## src/rtl/dice_round_ctrl_pkg.sv

```systemverilog
// Shared definitions for the dice blocks: state encodings, sum width and craps rule constants.
package dice_round_ctrl_pkg;

  localparam logic [2:0] S_COMEOUT = 3'd0;
  localparam logic [2:0] S_POINT   = 3'd1;
  localparam logic [2:0] S_SETTLE  = 3'd2;
  localparam logic [2:0] S_EVAL    = 3'd3;
  localparam logic [2:0] S_WIN     = 3'd4;
  localparam logic [2:0] S_LOSE    = 3'd5;

  localparam int SUM_W = 4;

  localparam int unsigned DIE_MIN = 1;
  localparam int unsigned DIE_MAX = 6;

  localparam logic [SUM_W-1:0] SUM_2  = 4'd2;
  localparam logic [SUM_W-1:0] SUM_3  = 4'd3;
  localparam logic [SUM_W-1:0] SUM_7  = 4'd7;
  localparam logic [SUM_W-1:0] SUM_11 = 4'd11;
  localparam logic [SUM_W-1:0] SUM_12 = 4'd12;

  function automatic logic die_ok(input int unsigned v);
    return (v >= DIE_MIN) && (v <= DIE_MAX);
  endfunction

endpackage

```

## src/rtl/roll_edge_sync.sv

```systemverilog
// Two-flop synchronizer plus a third flop; emits a 1-cycle pulse on a synchronized 1->0 transition.
module roll_edge_sync (
  input  logic clk,
  input  logic rst,
  input  logic async_in,
  output logic fall_pulse
);

  logic [2:0] sync_q;

  // Flops reset to 0 so a button held through reset never produces a false release.
  always_ff @(posedge clk) begin
    if (rst) sync_q <= '0;
    else     sync_q <= {sync_q[1:0], async_in};
  end

  assign fall_pulse = sync_q[2] & ~sync_q[1];

endmodule

```

## src/rtl/dice_round_ctrl.sv

```systemverilog
// Craps round referee: waits for roll release, settles, samples both dice and applies come-out/point rules.
// Define DICE_STATS_EN to add saturating win/loss counters since reset.
module dice_round_ctrl
  import dice_round_ctrl_pkg::*;
#(
  parameter int DIE_W      = 3,
  parameter int CNT_W      = 8,
  parameter int SETTLE_CYC = 4
) (
  input  logic             clk,
  input  logic             rst,
  input  logic             roll,
  input  logic [DIE_W-1:0] die_a,
  input  logic [DIE_W-1:0] die_b,
  input  logic             new_game,
  output logic [SUM_W-1:0] sum_out,
  output logic [SUM_W-1:0] point,
  output logic             win,
  output logic             lose,
  output logic             busy,
  output logic             err_die,
  output logic [CNT_W-1:0] roll_cnt
`ifdef DICE_STATS_EN
  ,
  output logic [CNT_W-1:0] win_cnt,
  output logic [CNT_W-1:0] loss_cnt
`endif
);

  localparam int SET_W = (SETTLE_CYC > 1) ? $clog2(SETTLE_CYC) : 1;
  localparam logic [SET_W-1:0] SETTLE_LOAD = SET_W'(SETTLE_CYC - 1);

  logic             fall;
  logic [2:0]       state;
  logic [SET_W-1:0] settle_q;
  logic [DIE_W-1:0] die_a_q, die_b_q;
  logic [SUM_W-1:0] sum;
  logic             dice_ok;
  logic [2:0]       eval_state;
  logic [SUM_W-1:0] eval_point;

  roll_edge_sync u_roll_sync (
    .clk        (clk),
    .rst        (rst),
    .async_in   (roll),
    .fall_pulse (fall)
  );

  assign sum     = SUM_W'(die_a_q) + SUM_W'(die_b_q);
  assign dice_ok = die_ok(32'(die_a_q)) && die_ok(32'(die_b_q));

  // NOTE: every variable gets a default before the branches so no latch is inferred.
  always_comb begin
    eval_state = S_POINT;
    eval_point = point;
    if (point == '0) begin
      if (sum == SUM_7 || sum == SUM_11)                     eval_state = S_WIN;
      else if (sum == SUM_2 || sum == SUM_3 || sum == SUM_12) eval_state = S_LOSE;
      else                                                    eval_point = sum;
    end else if (sum == point) begin
      eval_state = S_WIN;
    end else if (sum == SUM_7) begin
      eval_state = S_LOSE;
    end
  end

  // NOTE: non-blocking assignments so every register in this block sees pre-edge values.
  always_ff @(posedge clk) begin
    if (rst) begin
      state    <= S_COMEOUT;
      settle_q <= '0;
      die_a_q  <= '0;
      die_b_q  <= '0;
      sum_out  <= '0;
      point    <= '0;
      err_die  <= 1'b0;
      roll_cnt <= '0;
    end else if (new_game) begin
      state    <= S_COMEOUT;
      settle_q <= '0;
      point    <= '0;
      err_die  <= 1'b0;
      roll_cnt <= '0;
    end else begin
      err_die <= 1'b0;
      case (state)
        S_COMEOUT, S_POINT: begin
          if (fall) begin
            state    <= S_SETTLE;
            settle_q <= SETTLE_LOAD;
          end
        end
        S_SETTLE: begin
          if (settle_q == '0) begin
            die_a_q <= die_a;
            die_b_q <= die_b;
            state   <= S_EVAL;
          end else begin
            settle_q <= settle_q - 1'b1;
          end
        end
        S_EVAL: begin
          if (!dice_ok) begin
            // Bad sample: report it and resume waiting where the roll started.
            err_die <= 1'b1;
            state   <= (point == '0) ? S_COMEOUT : S_POINT;
          end else begin
            sum_out  <= sum;
            roll_cnt <= (roll_cnt == '1) ? roll_cnt : roll_cnt + 1'b1;
            point    <= eval_point;
            state    <= eval_state;
          end
        end
        S_WIN, S_LOSE: ;
        default: state <= S_COMEOUT;
      endcase
    end
  end

  assign win  = (state == S_WIN);
  assign lose = (state == S_LOSE);
  assign busy = (state == S_SETTLE) || (state == S_EVAL);

`ifdef DICE_STATS_EN
  logic enter_win, enter_lose;

  assign enter_win  = (state == S_EVAL) && dice_ok && (eval_state == S_WIN);
  assign enter_lose = (state == S_EVAL) && dice_ok && (eval_state == S_LOSE);

  // Lifetime statistics survive new_game; only rst clears them.
  always_ff @(posedge clk) begin
    if (rst) begin
      win_cnt  <= '0;
      loss_cnt <= '0;
    end else if (!new_game) begin
      if (enter_win && win_cnt != '1)   win_cnt  <= win_cnt + 1'b1;
      if (enter_lose && loss_cnt != '1) loss_cnt <= loss_cnt + 1'b1;
    end
  end
`endif

endmodule

```

## config.mk

```make
export PLATFORM = sky130hd
export DESIGN_NAME = dice_round_ctrl
export DESIGN_NICKNAME = d
export VERILOG_FILES = /design/src/rtl/dice_round_ctrl_pkg.sv /design/src/rtl/roll_edge_sync.sv /design/src/rtl/dice_round_ctrl.sv
export SDC_FILE = /design/constraint.sdc
export NUM_CORES = 1
export LEC_CHECK = 0
export BUFFER_PORTS_ARGS = -buffer_cell sky130_fd_sc_hd__buf_4
export CAP_MARGIN = 20
export CORE_MARGIN = 5
export CORE_UTILIZATION = 35
export DETAILED_ROUTE_END_ITERATION = 7
export GPL_TIMING_DRIVEN = 0
export MAX_ROUTING_LAYER = met4
export SKIP_LAST_GASP = 1
export SYNTH_ARGS = -nofsm -noshare
export SYNTH_HDL_FRONTEND = slang
export SYNTH_SLANG_ARGS = --single-unit
```

## constraint.sdc

```tcl
create_clock -name clk -period 1.9 [get_ports clk]
set_input_delay 0.19 -clock clk [delete_from_list [all_inputs] [get_ports clk]]
set_output_delay 0.19 -clock clk [all_outputs]
set_load 0.01 [all_outputs]
```

==> metrics.md, run 1 <==
| Metric | Value |
|---|---|
| CP top delay family | adder cells |
| Mapped Area | around 0.0019 mm² |
| CTS Buf Count | 5 |
| Type of the worst setup path | register to register |
| Core area | just over 0.005 mm² |
| Total track usage | 0.143 |
| DRC violations left | 0 |
| First-pass iteration count of the detailed router | 4 |
| Vias per inst | 5.02 |
| Cts hold-fix bufs | 0 |
| Total congestion overflow | 0 |
| First-pass GRT wire length | about 7.2 mm |
| Num ports | 30 |
| Worst-case headroom to the max-slew limit | 0.554 |
| Crit path max fanout | 6 |
| Max incr delay on CP | between 500 and 600 ps |
| Clk sinks | 31 |
| Hold Crit Class | primary input to register |
| Initial antenna violation count | 0 |
| Final Max Slew Viols | 0 |
| Commonest non-fill, non-tap cells in the layout | buf_4 (36), dfxtp_1 (26), nor2_1 (23) |
| Post-synth cell types | 58 |
| Crit-path cells | ha_4, fa_2, nor2_2, nand3_2, nand3_4, and4bb_1, o21a_1 |
| Sequential area share after synthesis | 0.335 |
| Clk_skew | ~5 ps |
| Crit path time final | roughly 2000 ps |
| H-tree depth | 2 |
| Ys async rst share | 0 |
| Combinational power share | 0.052 |
| Half-perimeter wire length after placement | just over 3 mm |
| FF-to-FF setup slack | -50 ps |
| CP required | 2090 ps |
| Syn Area/Cell | between 9 and 10 µm² |
| Peak supply drop | roughly 0.24 mV |
| Switch share | 0.226 |
| Final period util | 1.02 |
| Net Switching | around 300 µW |
| Number of synthesized flops with an enable pin | 0 |
| Cell Pwr Density | about 540 mW/mm² |
| Cell Int Power | about 1000 µW |
| Fraction of layout cells with a size suffix above 1 | 0.355 |
| Syn Nets | 217 |
| Most common cell after layout, fill and taps aside | buf_4 |
| Synth Flop Type | dfxtp_1 |
| Max-cap viol count | 0 |
| Sum of buffers and inverters on the critical path | 0 |
| Hold Fails Final Rpt | 0 |
| Clock slew at the register clock pins of the worst setup and hold paths | 70 ps |
| RSZ-0062 raised after global routing | yes |
| Nets@finish | 260 |
| Rows | 26 |
| CTS tree | yes |
| Final antenna diode count | 0 |
| Antenna violation net count after detailed routing | 0 |
| Setup tns final | -141 ps |
| DR iter-0 viols | between 80 and 90 |
| Seq cells post-synth | 31 |
| Total number of vias | 1581 |
| Outcome | complete, but fails checks |
| Post-Route Utilization | 0.475 |
| Die Wd | between 80 and 90 µm |
| Largest net degree at the start of global routing | 11 |
| Data arrival, critical path | around 2100 ps |
| Drt wl/cell | between 10 and 15 µm |
| Die ar. | about 0.0068 mm² |
| Die Y | roughly 83 µm |
| Syn Inst Count | about 200 |
| Layout area overhead | 31.0% |
| Slowest cell on the critical path | fa_2 |
| Clock latency on the worst-skew pair | approximately 290 ps |
| Final setup fails | 5 |
| Vias in the first global route | between 1500 and 2000 |
| Ys Warns | 0 |
| Port Buf Inserts | 29 |
| Failing checks | negative setup slack |
| Clock Tree Root | clkbuf_8 |
| Clock Power Share | 0.449 |
| Crit path launch type | register |
| Maximum clock frequency | between 0.5 and 0.6 GHz |
| Crit path capture type | register |
| Starting utilization of the core area | 0.362 |
| Leak | ~0.00095 µW |
| Max Root-Sink Buffers | 2 |
| Global placement routability congestion | between 0.7 and 0.8 |
| Measured slew at the worst slew-check pin | ~660 ps |
| Final setup margin | -45.1 ps |
| Total Wirelength | about 4.3 mm |
| Reg power frac | 0.499 |
cells by family (layout without fill, tap and decap cells):
group           Yosys count  in the layout  share of synthesized area
simple gates             90             90                      0.284
fa+ha+maj                 6              6                     0.0446
flops                    31             31                      0.335
compound gates           37             37                      0.161
buf+inv                  18             62                     0.0723
xor+xnor                  6              6                     0.0325
mux                      13             13                     0.0703
final timing paths:
check | startpoint | to | cells past startpoint
setup / recovery | die_a_q[0]$_SDFFE_PP0P_ | point[0]$_SDFFE_PP0P_ | 7
setup reg to reg | die_a_q[0]$_SDFFE_PP0P_ | point[0]$_SDFFE_PP0P_ | 7
hold reg to reg | u_roll_sync.sync_q[0]$_SDFF_PP0_ | u_roll_sync.sync_q[1]$_SDFF_PP0_ | 1
hold / removal | roll | u_roll_sync.sync_q[0]$_SDFF_PP0_ | 2
what timing repair did:
action                     CTS  global route
setup endpoints to repair    6             8
pin swaps                   11             4
setup buffers                7             0
resized for setup           16             4
registers in the layout (all words and copies together), names as in the netlist:
name and cells:
settle_q 2, err_die 1, u_roll_sync.sync_q 3, die_a_q 3, roll_cnt 8, die_b_q 3, point 4, state 3
sum_out 4
power by group through the flow:
stage	Clock (µW)	Combinational [µW]	Sequential, µW
after global placement	0	64.0	671
after detailed placement	0	64.3	672
after global routing	640	75.6	654
after floorplan	0	36.1	671
after CTS	602	68.3	654
final	589	68.1	654
per-stage QoR:
step / std cells / setup WS, ps / hold slack, ps / power [µW] / area, µm²
floorplan: 201 / 0.531 / 262 / 707 / 1870
global placement: 300 / -126 / 417 / 735 / 2180
detailed placement: 300 / -152 / 419 / 736 / 2180
CTS: 315 / -46.4 / 123 / 1320 / 2410
global route: 315 / -107 / 126 / 1370 / 2420
finish: 315 / -45.1 / 122 / 1310 / 2420
synthesized netlist by cell type (all sizes together) (2+ instances only):
cell | instances | area, µm²
a2111oi | 2 | 36.3
or2 | 2 | 15.0
or3 | 7 | 43.8
clkbuf | 6 | 62.6
a21oi | 9 | 48.8
nand2 | 13 | 48.8
nor4b | 2 | 17.5
o21ai | 7 | 35.0
inv | 6 | 22.5
nor3 | 4 | 25.0
nand4 | 3 | 18.8
and3 | 4 | 25.0
and2 | 2 | 12.5
xnor2 | 3 | 33.8
nor2 | 24 | 90.1
a211oi | 5 | 55.1
nor4 | 4 | 46.3
nor2b | 4 | 25.0
xor2 | 3 | 26.3
mux2i | 13 | 130
nor3b | 3 | 22.5
ha | 5 | 62.6
o21bai | 2 | 18.8
buf | 6 | 48.8
dfxtp | 31 | 621
nand3b | 4 | 30.0
nand3 | 8 | 50.1
o21a | 3 | 22.5
metal layers:
metal | global-route usage | vias to the layer above | wire length (µm)
met5 | - | - | 0
met3 | 0.0401 | 6 | 214
li1 | - | 801 | -
met4 | 0.0539 | 0 | 79
met1 | 0.181 | 739 | 1990
met2 | 0.218 | 35 | 2010
cell type report:
cell class                      count  area (µm²)
Fill cell                         518        2680
Multi-Input combinational cell    152        1190
Sequential cell                    31         632
Timing Repair Buffer               36         270
Buffer                             12         118
Clock buffer                        8         100
Tap cell                           70        87.6
Inverter                            6        22.5
Power figures use the tool's default switching activity.
==> run 2, diff against run 1 <==
--- a/config.mk
+++ b/config.mk
@@ -12,6 +12,7 @@
 export DETAILED_ROUTE_END_ITERATION = 7
 export GPL_TIMING_DRIVEN = 0
 export MAX_ROUTING_LAYER = met4
+export SETUP_SLACK_MARGIN = 0.02
 export SKIP_LAST_GASP = 1
 export SYNTH_ARGS = -nofsm -noshare
 export SYNTH_HDL_FRONTEND = slang
==> metrics.md, run 2 (synthesis gave the netlist of run 1 again) <==
| Metric | Value |
|---|---|
| Max Root-Sink Buffers | 2 |
| Num ports | 30 |
| Port Buf Inserts | 29 |
| H-tree depth | 2 |
| Clk sinks | 31 |
| CP required | approximately 2100 ps |
| Die ar. | between 0.006 and 0.007 mm² |
| R2R Path End | state[2]$_SDFFE_PP0P_ |
| Antenna violation net count after detailed routing | 0 |
| Crit path max fanout | 6 |
| Sum of buffers and inverters on the critical path | 1 |
| Max-cap viol count | 0 |
| Final period util | 1.04 |
| R2R depth | 7 |
| CTS tree | yes |
| Data arrival, critical path | between 2000 and 2500 ps |
| R2r startpoint | die_b_q[0]$_SDFFE_PP0P_ |
| Clock Tree Root | clkbuf_8 |
| Final antenna diode count | 0 |
| Die Wd | 82.7 µm |
| Starting utilization of the core area | 0.362 |
| Slowest cell on the critical path | fa_2 |
| Global placement routability congestion | between 0.7 and 0.8 |
| Outcome | complete, but fails checks |
| CP top delay family | adder cells |
| Worst Hold Depth | 3 |
| Clk_skew | roughly 3.6 ps |
| Clock slew at the register clock pins of the worst setup and hold paths | about 60 ps |
| Cell Pwr Density | 494 mW/mm² |
| Total number of vias | around 1600 |
| Nets@finish | about 260 |
| First-pass iteration count of the detailed router | 4 |
| First-pass GRT wire length | approximately 7.2 mm |
| Type of the worst setup path | register to register |
| Placed Cells | 300 |
| DRC violations left | 0 |
| Hold endpoint | die_a_q[0]$_SDFFE_PP0P_ |
| Hold Crit Class | primary input to register |
| Fraction of layout cells with a size suffix above 1 | 0.357 |
| Total track usage | 0.141 |
| Crit path launch type | register |
| Layout area overhead | 31.0% |
| Largest net degree at the start of global routing | 11 |
| Die Y | a little over 80 µm |
| Final setup fails | 6 |
| Worst Min Path Start | die_a[0] |
| Clock latency on the worst-skew pair | between 200 and 300 ps |
| Max FFs per register | 8 |
| Hold Fails Final Rpt | 0 |
| Initial antenna violation count | 0 |
| Max incr delay on CP | 640 ps |
| Vias per inst | 5.02 |
| Drt wl/cell | 13.9 µm |
| Register name with the most flops | roll_cnt |
| Rows | 26 |
| Maximum clock frequency | just over 0.5 GHz |
| Most common cell after layout, fill and taps aside | buf_4 |
| Worst-case headroom to the max-slew limit | 0.526 |
| DR iter-0 viols | 66 |
| FF-to-FF setup slack | -70 ps |
| Cts hold-fix bufs | 0 |
| Vias in the first global route | 1554 |
| Crit-path cells | ha_4, fa_2, buf_4, nand2_1, nor3_1, o32ai_2, o21ai_1 |
| Non-Filler Instances | roughly 310 |
| Commonest non-fill, non-tap cells in the layout | buf_4 (37), dfxtp_1 (25), nor2_1 (23) |
| Measured slew at the worst slew-check pin | around 710 ps |
| Peak supply drop | approximately 0.28 mV |
| Final setup margin | -73.2 ps |
| Crit path capture type | register |
| Final Max Slew Viols | 0 |
| Core area | 0.00511 mm² |
| Failing checks | negative setup slack |
| Leak | between 0.0009 and 0.001 µW |
| RSZ-0062 raised after global routing | yes |
| Total Wirelength | roughly 4.4 mm |
| Half-perimeter wire length after placement | ~3.0 mm |
| Post-Route Utilization | 0.475 |
| Crit path time final | 1970 ps |
| Biggest regs | roll_cnt (8), point (4), sum_out (4) |
| Total congestion overflow | 0 |
| CTS Buf Count | 5 |
==> run 2: worst max-delay path by stage <==
stage                                       start               endpoint  slack (ps)  cells past startpoint
final                     die_b_q[0]$_SDFFE_PP0P_  state[2]$_SDFFE_PP0P_         -70                      7
after global routing      die_b_q[0]$_SDFFE_PP0P_  point[2]$_SDFFE_PP0P_        -120                      7
after CTS                 die_b_q[0]$_SDFFE_PP0P_  point[3]$_SDFFE_PP0P_         -50                      7
after detailed placement  die_a_q[1]$_SDFFE_PP0P_  point[0]$_SDFFE_PP0P_        -150                      6
after global placement    die_a_q[1]$_SDFFE_PP0P_  point[0]$_SDFFE_PP0P_        -130                      6
after floorplan           die_b_q[0]$_SDFFE_PP0P_  point[0]$_SDFFE_PP0P_          30                      8
==> run 2: routing by layer <==
| layer | part of all wire | track usage |
|---|---|---|
| met1 | 0.47 | 0.170 |
| met4 | 0.014 | 0.0523 |
| met5 | 0 | - |
| met2 | 0.47 | 0.229 |
| met3 | 0.043 | 0.0347 |
==> run 2: cell type report <==
type | instances | area, µm²
sequential | 31 | 636
fill | 504 | 2680
multi-input combinational | 152 | 1210
tap | 70 | 87.6
buffer | 12 | 118
timing repair buffer | 37 | 278
clock buffer | 6 | 72.6
inverter | 6 | 22.5
==> run 2: through the flow <==
step                      hold slack, ps  setup TNS [ps]  worst slack (ps)  total power (µW)  area (µm²)
after floorplan                      262               0              30.3               707        1870
after global routing                 138            -644              -119              1250        2420
after global placement               418            -471              -133               736        2180
final                                141            -295             -73.2              1200        2420
after detailed placement             431            -512              -146               736        2180
after CTS                            137            -184             -52.7              1220        2370
==> run 2: repair_timing <==
item,in CTS,in global routing
setup buffers,5,3
gates resized for setup,15,6
setup endpoints to repair,6,7
pin swaps,7,6
==> run 2: report_power, final <==
part / internal, µW / switching, µW / leakage [µW]
sequential: 650 / 3.25 / 0.000254
clock: 244 / 231 / 0.0000371
combinational: 33.3 / 36.0 / 0.000639
total: 927 / 271 / 0.000931
==> run 2: worst min-delay path, delay by kind of cell <==
family                 cells  cell delay [ps]
buffers and inverters      1               80
AND/OR/NAND/NOR            1               70
multiplexers               1               50
